### src/rtl/board_led_ctrl.sv
// Board LED controller: button synchronise/debounce, user LED override and
// RGB LED brightness gating for the Arty A7 + Ibex Demo System.
// Optional feature macro: BOARD_LED_CTRL_PWM_EN enables the shared PWM
// brightness scheduler on the RGB lines; without it the RGB lines are a plain
// registered copy of the GPO bits and brightness_i is ignored.
module board_led_ctrl #(
  parameter int unsigned DebounceCycles = 50000,
  parameter int unsigned PwmWidth       = 8
) (
  input  logic                clk_sys_i,
  input  logic                rst_sys_i,
  input  logic [3:0]          btn_i,
  input  logic [3:0]          gp_led_i,
  input  logic [11:0]         gp_rgb_i,
  input  logic [PwmWidth-1:0] brightness_i,
  output logic [3:0]          led_o,
  output logic [11:0]         rgb_led_o,
  output logic [3:0]          btn_o,
  output logic [3:0]          btn_press_o,
  output logic [3:0]          btn_release_o
);

  localparam int unsigned NumBtn = 4;
  localparam int unsigned CntW   = $clog2(DebounceCycles + 1);
  localparam logic [CntW-1:0] CntLast = CntW'(DebounceCycles - 1);

  typedef enum logic {
    StStable = 1'b0,
    StCheck  = 1'b1
  } db_state_e;

  logic [NumBtn-1:0] sync1_q;
  logic [NumBtn-1:0] sync2_q;
  db_state_e         state_q [NumBtn];
  logic [CntW-1:0]   cnt_q   [NumBtn];
  logic [NumBtn-1:0] btn_q;
  logic [NumBtn-1:0] press_q;
  logic [NumBtn-1:0] release_q;
  logic [3:0]        led_q;
  logic [11:0]       rgb_q;

  // Two-flop synchroniser for the asynchronous button inputs
  always_ff @(posedge clk_sys_i) begin
    if (rst_sys_i) begin
      sync1_q <= '0;
      sync2_q <= '0;
    end else begin
      sync1_q <= btn_i;
      sync2_q <= sync1_q;
    end
  end

  // Per-button debounce FSMs; a level must disagree with btn_q continuously
  // through the whole CHECK count before it is accepted
  always_ff @(posedge clk_sys_i) begin
    if (rst_sys_i) begin
      for (int i = 0; i < NumBtn; i++) begin
        state_q[i] <= StStable;
        cnt_q[i]   <= '0;
      end
      btn_q     <= '0;
      press_q   <= '0;
      release_q <= '0;
    end else begin
      press_q   <= '0;
      release_q <= '0;
      for (int i = 0; i < NumBtn; i++) begin
        unique case (state_q[i])
          StStable: begin
            if (sync2_q[i] != btn_q[i]) begin
              state_q[i] <= StCheck;
              cnt_q[i]   <= '0;
            end
          end
          StCheck: begin
            if (sync2_q[i] == btn_q[i]) begin
              // Glitch: drop the partial count
              state_q[i] <= StStable;
            end else if (cnt_q[i] == CntLast) begin
              btn_q[i]     <= sync2_q[i];
              press_q[i]   <= sync2_q[i];
              release_q[i] <= ~sync2_q[i];
              state_q[i]   <= StStable;
            end else begin
              cnt_q[i] <= cnt_q[i] + CntW'(1);
            end
          end
          default: state_q[i] <= StStable;
        endcase
      end
    end
  end

  // User LED arbitration: a held button forces its LED off
  always_ff @(posedge clk_sys_i) begin
    if (rst_sys_i) begin
      led_q <= '0;
    end else begin
      led_q <= gp_led_i & ~btn_q;
    end
  end

`ifdef BOARD_LED_CTRL_PWM_EN
  logic [PwmWidth-1:0] pwm_cnt_q;
  logic                pwm_en;

  assign pwm_en = (pwm_cnt_q < brightness_i);

  // Free-running PWM phase shared by all RGB lines, gated RGB register
  always_ff @(posedge clk_sys_i) begin
    if (rst_sys_i) begin
      pwm_cnt_q <= '0;
      rgb_q     <= '0;
    end else begin
      pwm_cnt_q <= pwm_cnt_q + PwmWidth'(1);
      rgb_q     <= gp_rgb_i & {12{pwm_en}};
    end
  end
`else
  logic unused_brightness;
  assign unused_brightness = ^brightness_i;

  // RGB lines are a straight registered copy of the GPO bits
  always_ff @(posedge clk_sys_i) begin
    if (rst_sys_i) begin
      rgb_q <= '0;
    end else begin
      rgb_q <= gp_rgb_i;
    end
  end
`endif

  assign led_o         = led_q;
  assign rgb_led_o     = rgb_q;
  assign btn_o         = btn_q;
  assign btn_press_o   = press_q;
  assign btn_release_o = release_q;

endmodule
### config.mk
export PLATFORM = sky130hd
export DESIGN_NAME = board_led_ctrl
export DESIGN_NICKNAME = d
export VERILOG_FILES = /design/src/rtl/board_led_ctrl.sv
export SDC_FILE = /design/constraint.sdc
export NUM_CORES = 1
export LEC_CHECK = 0
export BUFFER_PORTS_ARGS = -buffer_cell sky130_fd_sc_hd__buf_2
export CORE_MARGIN = 1
export CORE_UTILIZATION = 50
export CTS_BUF_LIST = sky130_fd_sc_hd__clkbuf_4 sky130_fd_sc_hd__clkbuf_8 sky130_fd_sc_hd__clkbuf_16
export DETAILED_ROUTE_END_ITERATION = 8
export GPL_TIMING_DRIVEN = 0
export PLACE_DENSITY = 0.67
export RECOVER_POWER = 50
export SYNTH_ARGS = -nofsm -noshare
export SYNTH_HDL_FRONTEND = slang
export SYNTH_SLANG_ARGS = --single-unit
### constraint.sdc
create_clock -name clk_sys_i -period 6.9 [get_ports clk_sys_i]
set_input_delay 0.345 -clock clk_sys_i [delete_from_list [all_inputs] [get_ports clk_sys_i]]
set_output_delay 0.345 -clock clk_sys_i [all_outputs]
set_load 0.02 [all_outputs]
## Word-level counts from Yosys, hierarchy flattened

Memories as Yosys holds them, arrays and structs flattened.
Index checks and enable logic that the tools add are counted.

- Bits in registers: 36
- Bits in writable memories: 68
- Output and inout port bits: 28
- Logic and storage cells: 174
- Memories kept: 2

Memories:

| memory | depth | width | read ports | clocked after memory_dff | write ports | line | RTL |
|---|---|---|---|---|---|---|---|
| cnt_q | 4 | 16 | 4 | 0 | 4 | 35 | `logic [CntW-1:0] cnt_q [NumBtn];` |
| state_q | 4 | 1 | 4 | 0 | 4 | 34 | `db_state_e state_q [NumBtn];` |

- Add/subtract/negate cells: 4
- Equal/unequal tests: 12
- Mux-type cells: 94
- Bitwise operators: 38
- Reductions and logical operators: 8

Operator list:

| kind | count |
|---|---|
| $mux 16 | 8 |
| $mux 1 | 86 |
| $add 16x1->16 const B | 4 |
| $eq 16x16->1 const B | 4 |
| $or 1x1->1 | 20 |
| $not 1->1 | 16 |
| $reduce_or 4->1 | 4 |
| $reduce_and 3->1 | 4 |
| $and 4x4->4 | 1 |
| $eq 1x1->1 | 4 |
| $ne 1x1->1 | 4 |
| $not 4->4 | 1 |

## Depth between registers and ports, before layout

Gate-level depths: netlist of run 1.

- Word-level depth: 8
- Gate-level depth with buffers: 7
- Depth with buffers taken out: 5

## Worst setup path before layout of run 1

No wires, ideal clock.

- Path type: reg2reg
- Start point: memory cnt_q[2][11] in the netlist's numbering
- End point: memory cnt_q[2][0] in the netlist's numbering, enable pin
- Data arrival time: 1960 ps
- Required time: 6538 ps
- Slack: 4578 ps
- Stages on the path, launching flop included: 7
- Buffers on the path: 2
- Cell sequence: edfxtp_1 -> or4b_1 -> nor4_2 -> or2_1 -> buf_4 -> buf_6 -> nand2_1

RTL lines:

| what | line |
|---|---|
| start: declaration | 35 |

==> results of run 1 <==
==> per-layer routing <==
| metal | wire length [microns] | share of wire, % | vias up |
|---|---|---|---|
| met3 | 372 | 4.2 | 8 |
| met4 | 98 | 1.1 | 0 |
| li1 | - | - | 1684 |
| met5 | 0 | 0 | - |
| met1 | 4210 | 47 | 1545 |
| met2 | 4210 | 47 | 85 |
==> cell families after synthesis <==
family	Yosys count	share of synthesized area, %
AND/OR/NAND/NOR	230	25.6
flip-flops	104	57.0
XOR/XNOR	59	10.7
buffers and inverters	29	3.36
AO/OA/AOI/OAI	16	2.40
adder cells (fa/ha/maj)	4	1.03
==> sequential cells by signal, indices dropped and copies added, names as in the netlist <==
| signal | count |
|---|---|
| btn_press_o | 4 |
| sync1_q | 4 |
| sync2_q | 4 |
| state_q | 4 |
| btn_o | 4 |
| led_o | 4 |
| cnt_q | 64 |
| btn_release_o | 4 |
| rgb_led_o | 12 |
==> per-stage QoR <==
step           cells  cell area, sq um
5_1_grt          635              5350
6_report         635              5350
3_3_place_gp     619              5250
4_1_cts          635              5430
2_1_floorplan    442              4850
3_5_place_dp     619              5250
==> how the worst max path moves through the flow <==
stage | from | to | slack, ns | cells after the start
floorplan | cnt_q[2][11] | cnt_q[2][0] | 4.58 | 6
global placement | cnt_q[2][11] | cnt_q[2][13] | 4.24 | 6
detailed placement | cnt_q[2][13] | cnt_q[2][11] | 4.24 | 6
CTS | cnt_q[2][11] | cnt_q[2][5] | 4.20 | 6
global route | cnt_q[2][11] | cnt_q[2][0] | 3.54 | 6
finish | cnt_q[2][11] | cnt_q[2][5] | 3.85 | 6
==> power breakdown <==
| group | internal (W) | switching, W |
|---|---|---|
| Sequential | 0.000691 | 0.0000278 |
| Clock | 0.000158 | 0.000199 |
| Combinational | 0.0000295 | 0.0000401 |
| Total | 0.000879 | 0.000267 |
==> layout make-up <==
class / count / area [sq um] / share of cell area (%)
Buffer: 14 / 80.1 / 1.50
Clock buffer: 13 / 166 / 3.11
Clock inverter: 3 / 17.5 / 0.328
Inverter: 15 / 56.3 / 1.05
Multi-Input combinational cell: 309 / 1900 / 35.5
Sequential cell: 104 / 2760 / 51.7
Tap cell: 129 / 161 / 3.02
Timing Repair Buffer: 48 / 205 / 3.84
==> layout by cell type (no fill, tap or decap), drive strengths merged, types with 2 or more instances in the layout <==
| cell | n |
|---|---|
| o21ai | 2 |
| nand2 | 19 |
| nor4b | 5 |
| inv | 15 |
| clkbuf | 51 |
| clkinv | 2 |
| buf | 24 |
| nor2 | 80 |
| edfxtp | 68 |
| xor2 | 9 |
| nor3 | 16 |
| nand4 | 17 |
| nor4 | 19 |
| or2 | 5 |
| or4b | 2 |
| nand3 | 24 |
| a21bo | 2 |
| o31a | 2 |
| nor3b | 9 |
| a21oi | 4 |
| a21o | 3 |
| ha | 4 |
| nor2b | 20 |
| or4 | 2 |
| xnor2 | 50 |
| and4 | 2 |
| or4bb | 3 |
| dfxtp | 36 |
==> critical path: stages, from the launching register on <==
cell,delay [ns]
edfxtp_1,0.46
or4b_1,0.54
nor4_1,0.57
or2_1,0.18
clkbuf_1,0.30
buf_6,0.20
nand2_1,0.40
==> results_dict.tcl, run 1 <==
set metrics [dict create \
    coreArea_sq_um 9330 \
    ys.flop_type "edfxtp_1" \
    cts_resized 0 \
    maxCapViolations 0 \
    synth_commonest_cells "80 x nor2_1, 68 x edfxtp_1, 50 x xnor2_1, 36 x dfxtp_1, 24 x nand3_1" \
    ant_nets 0 \
    synth.area.top_cells "edfxtp_1 42%, dfxtp_1 15%, xnor2_1 9.0%" \
    hold_viol 0 \
    yosysTopAreaCell "edfxtp_1" \
    synth.most_common_cell "nor2_1" \
    fill_cells 815 \
    min_period_over_period_pct 44.1 \
    nets 535 \
    max_freq_ghz 0.328 \
    cts_setup_buffers 0 \
    netlist_area_sq_um 4850 \
    dr.pass1.iters 4 \
    preCtsSetupSlack_ns 4.24 \
    cts_max_level 3 \
    overflow 0 \
    setup_viol 0 \
    min-delay-start "gp_rgb_i[1]" \
    netlist.area_leader.share_pct 42.1 \
    seq_area_frac_synth_pct 57.0 \
    end_kind "flop" \
    p_leak_nw 1.74 \
    cp_max_fo 16 \
    r2r_cells 6 \
    slew_viol_final 0 \
    async_reset_ff_share_pct 0 \
    design_power_total_w 0.00115 \
    grt_usage_pct 18.8 \
    tritoncts "yes" \
    synth_fp_nets 476 \
    cp_data_required_time_ns 6.85 \
    clock-sinks 104 \
    power_density_nw_per_um2 214 \
    drt-total-wl_mm 8.89 \
    vias 3322 \
    die_h_microns 100 \
    die_w_microns 100 \
    num_rows 35 \
    portBuffers 48 \
    min_delay_path_depth 2 \
    tns_ns 0 \
    synth_seq_cells 104 \
    worst_skew_pair.late_latency_ns 0.36 \
    fin_ws_ns 3.85 \
    dieArea_sq_um 10100 \
    use_met3_pct 3.61 \
    start_util_pct 52.0 \
    vias_per_cell 5.23 \
    synth_edf_count 68 \
    start_kind "flop" \
    maxSlewHeadroom_pct 48.5 \
    area_growth_pct 10.3 \
    reg2reg_from "cnt_q[2][11]" \
    peakVddDrop_uv 126 \
    drc 0 \
    status "finished clean" \
    cts_root_buf "clkbuf_8" \
    grt_antenna_before_repair 0 \
    syn_inst 442 \
    finClkSkew_ns 0.0122 \
    grt_pass1_wl_mm 15.0 \
    grt_pass1_vias 3219 \
    met2_usage_pct 30.3 \
    r2r-end "cnt_q[2][5]" \
    arrival_ns 3.00 \
    netlist-cell-type-count 47 \
    post-route-min-period_ns 3.05 \
    place_hpwl_mm 6.23 \
    rrSetupSlack_ns 3.85 \
    grtUsageMet1_pct 25.4 \
    grt_max_degree 17 \
    clkTransAtPathRegs_ns 0.09 \
    drive_above_1_share_pct 9.29 \
    first_iter_violations 119 \
    wl_per_cell_microns 14.0 \
    holdWs_ns 0.195 \
    min_delay_worst_endpoint "rgb_led_o[1]" \
    holdBufCountCts 0 \
    grt_most_used_layer "met2" \
    fin_util_pct 57.3 \
    grt_setup_unrepaired "no" \
    crit_type "reg -> reg" \
    yosys_warnings 0 \
    cts_made_buffers 9 \
    gp_congestion 0.845 \
    syn_area_per_cell_sq_um 11.0 \
    n_antenna_cell 0 \
    hold_class "in -> reg" \
    worstMarginPinSlew_ns 0.765 \
    ios 58 \
    clock_path_buffers 2 \
]
No activity file was read; power rests on OpenSTA's default activity.
==> run 2: changes to the inputs <==
--- a/config.mk
+++ b/config.mk
@@ -11,7 +11,7 @@
 export CTS_BUF_LIST = sky130_fd_sc_hd__clkbuf_4 sky130_fd_sc_hd__clkbuf_8 sky130_fd_sc_hd__clkbuf_16
 export DETAILED_ROUTE_END_ITERATION = 8
 export GPL_TIMING_DRIVEN = 0
-export PLACE_DENSITY = 0.67
+export PLACE_DENSITY = 0.7
 export RECOVER_POWER = 50
 export SYNTH_ARGS = -nofsm -noshare
 export SYNTH_HDL_FRONTEND = slang
==> constraint.sdc (replaced) <==
create_clock -name clk_sys_i -period 2.5 [get_ports clk_sys_i]
set_input_delay 0.125 -clock clk_sys_i [delete_from_list [all_inputs] [get_ports clk_sys_i]]
set_output_delay 0.125 -clock clk_sys_i [all_outputs]
set_load 0.02 [all_outputs]
==> run 2 against run 1 <==
  * Count of clock-buffer cells in the layout shrank 3
  * Critical path type unchanged
  * Register-to-register slack got worse by 3.7 ns
  * Sequential power rose to 2.8 times the previous value
  * Critical path depth shrank 2
  * Cell area rose by 4.5%
  * Largest power group unchanged
  * Largest cell class unchanged
  * Clock power grew to 2.8 times the previous value
==> results_dict.tcl, run 2 (synthesized netlist as in run 1, its figures left out) <==
set metrics [dict create \
    gp_congestion 0.791 \
    fin_util_pct 59.9 \
    grt_max_degree 19 \
    largest_reg_flops 64 \
    worstMarginPinSlew_ns 0.655 \
    start_kind "flop" \
    end_kind "flop" \
    first_iter_violations 116 \
    grt_antenna_before_repair 1 \
    grt_pass1_wl_mm 15.8 \
    power_density_nw_per_um2 571 \
    tritoncts "yes" \
    fill_cells 777 \
    die_h_microns 100 \
    maxSlewHeadroom_pct 56.4 \
    vias 3429 \
    wl_per_cell_microns 13.9 \
    preCtsSetupSlack_ns -0.203 \
    cp_max_fo 16 \
    hold_class "in -> reg" \
    post-route-min-period_ns 2.36 \
    setup.worst_path.end "cnt_q[0][5]" \
    r2r_cells 4 \
    ant_nets 0 \
    overflow 0 \
    p_leak_nw 1.85 \
    place_hpwl_mm 6.23 \
    grt_pass1_vias 3434 \
    crit_path_start "cnt_q[0][11]" \
    coreArea_sq_um 9330 \
    num_rows 35 \
    dr.pass1.iters 4 \
    peakVddDrop_uv 273 \
    cts_setup_buffers 0 \
    r2r-end "cnt_q[0][5]" \
    max_freq_ghz 0.424 \
    clkTransAtPathRegs_ns 0.11 \
    rrSetupSlack_ns 0.14 \
    tns_ns 0 \
    dieArea_sq_um 10100 \
    start_util_pct 52.0 \
    status "finished clean" \
    reg2reg_from "cnt_q[0][11]" \
    grt_usage_pct 19.8 \
    dp.cells 619 \
    cts_max_level 3 \
    maxCapViolations 0 \
    slew_viol_final 0 \
    cts_made_buffers 9 \
    arrival_ns 2.39 \
    worst_skew_pair.late_latency_ns 0.37 \
    area_growth_pct 15.3 \
    fin_ws_ns 0.143 \
    hold_viol 0 \
    finClkSkew_ns 0.0146 \
    drive_above_1_share_pct 10.7 \
    setup_viol 0 \
    final_common_cell "nor2_1" \
    vias_per_cell 5.25 \
    n_antenna_cell 0 \
    final_cells 653 \
    cts_root_buf "clkbuf_8" \
    cp_data_required_time_ns 2.53 \
    min_period_over_period_pct 94.3 \
    ios 58 \
    largest-register "cnt_q" \
    drt-total-wl_mm 9.09 \
    nets 553 \
    clock_path_buffers 2 \
    die_w_microns 100 \
    crit_type "reg -> reg" \
    drc 0 \
    final_cell_mix "80 x nor2_1, 68 x edfxtp_1, 50 x xnor2_1, 36 x dfxtp_1, 34 x clkbuf_1" \
    portBuffers 48 \
    grt_setup_unrepaired "no" \
    clock-sinks 104 \
]
==> run 2: cell types whose count changed in the layout (fill, tap and decap cells not counted), moves of 2 or more <==
cell / change
buf_4: +2
dlygate4sd3_1: +18
nor4_4: +2
inv_6: +2
clkbuf_1: -4
nor4_1: -2
clkbuf_8: -2
==> run 2: per-stage QoR <==
step           hold WS (ns)  area, sq um  total power, W
4_1_cts             0.00415         5600         0.00322
3_5_place_dp          0.337         5250         0.00222
5_1_grt              0.0130         5590         0.00331
6_report             0.0254         5590         0.00319
2_1_floorplan         0.253         4850         0.00215
3_3_place_gp          0.335         5250         0.00221
==> run 2: cell type report <==
| class | instances | area (sq um) | area share (%) |
|---|---|---|---|
| inverter | 15 | 56.3 | 1.01 |
| tap | 129 | 161 | 2.89 |
| timing repair buffer | 66 | 385 | 6.90 |
| sequential | 104 | 2760 | 49.4 |
| multi-input combinational | 309 | 1940 | 34.8 |
| buffer | 14 | 96.3 | 1.72 |
| clock inverter | 6 | 50.0 | 0.896 |
| clock buffer | 10 | 131 | 2.35 |
==> run 2: worst max-delay path, cell delays in order (launching register included) <==
cell	delay (ns)
edfxtp_1	0.49
or4b_1	0.58
nor4_1	0.36
nand2_1	0.16
a21o_1	0.44
==> run 2: how the worst min path moves through the flow <==
stage               slack [ns]  cells after the start   startpoint           end
floorplan                 0.25                      1  gp_rgb_i[0]  rgb_led_o[0]
global placement          0.34                      2  gp_rgb_i[3]  rgb_led_o[3]
detailed placement        0.34                      2     btn_i[1]    sync1_q[1]
CTS                      0.004                      2  gp_led_i[3]      led_o[3]
global route              0.01                      2  gp_led_i[1]      led_o[1]
finish                    0.03                      2  gp_led_i[1]      led_o[1]
==> run 2: layer usage <==
| metal | vias up | share of wire, % | GRT usage (%) |
|---|---|---|---|
| li1 | 1713 | - | - |
| met1 | 1639 | 47 | 26.5 |
| met2 | 63 | 47 | 32.2 |
| met3 | 12 | 4.6 | 5.34 |
| met4 | 2 | 0.88 | 5.02 |
| met5 | - | 0.14 | 0 |
==> run 2: what timing repair did <==
action | CTS | global route
cloned | 0 | 0
hold endpoints to repair | 17 | 1
pin swaps | 0 | 0
hold buffers | 17 | 1
setup endpoints to repair | 16 | 20
gates resized for setup | 1 | 4
==> run 2: where the power goes <==
group	internal, W	total (W)	switching [W]	leakage [nW]
clock network	0.000389	0.000989	0.000600	0.0926
logic	0.000103	0.000221	0.000119	0.744
registers	0.00191	0.00198	0.0000755	1.01
total	0.00240	0.00319	0.000795	1.85
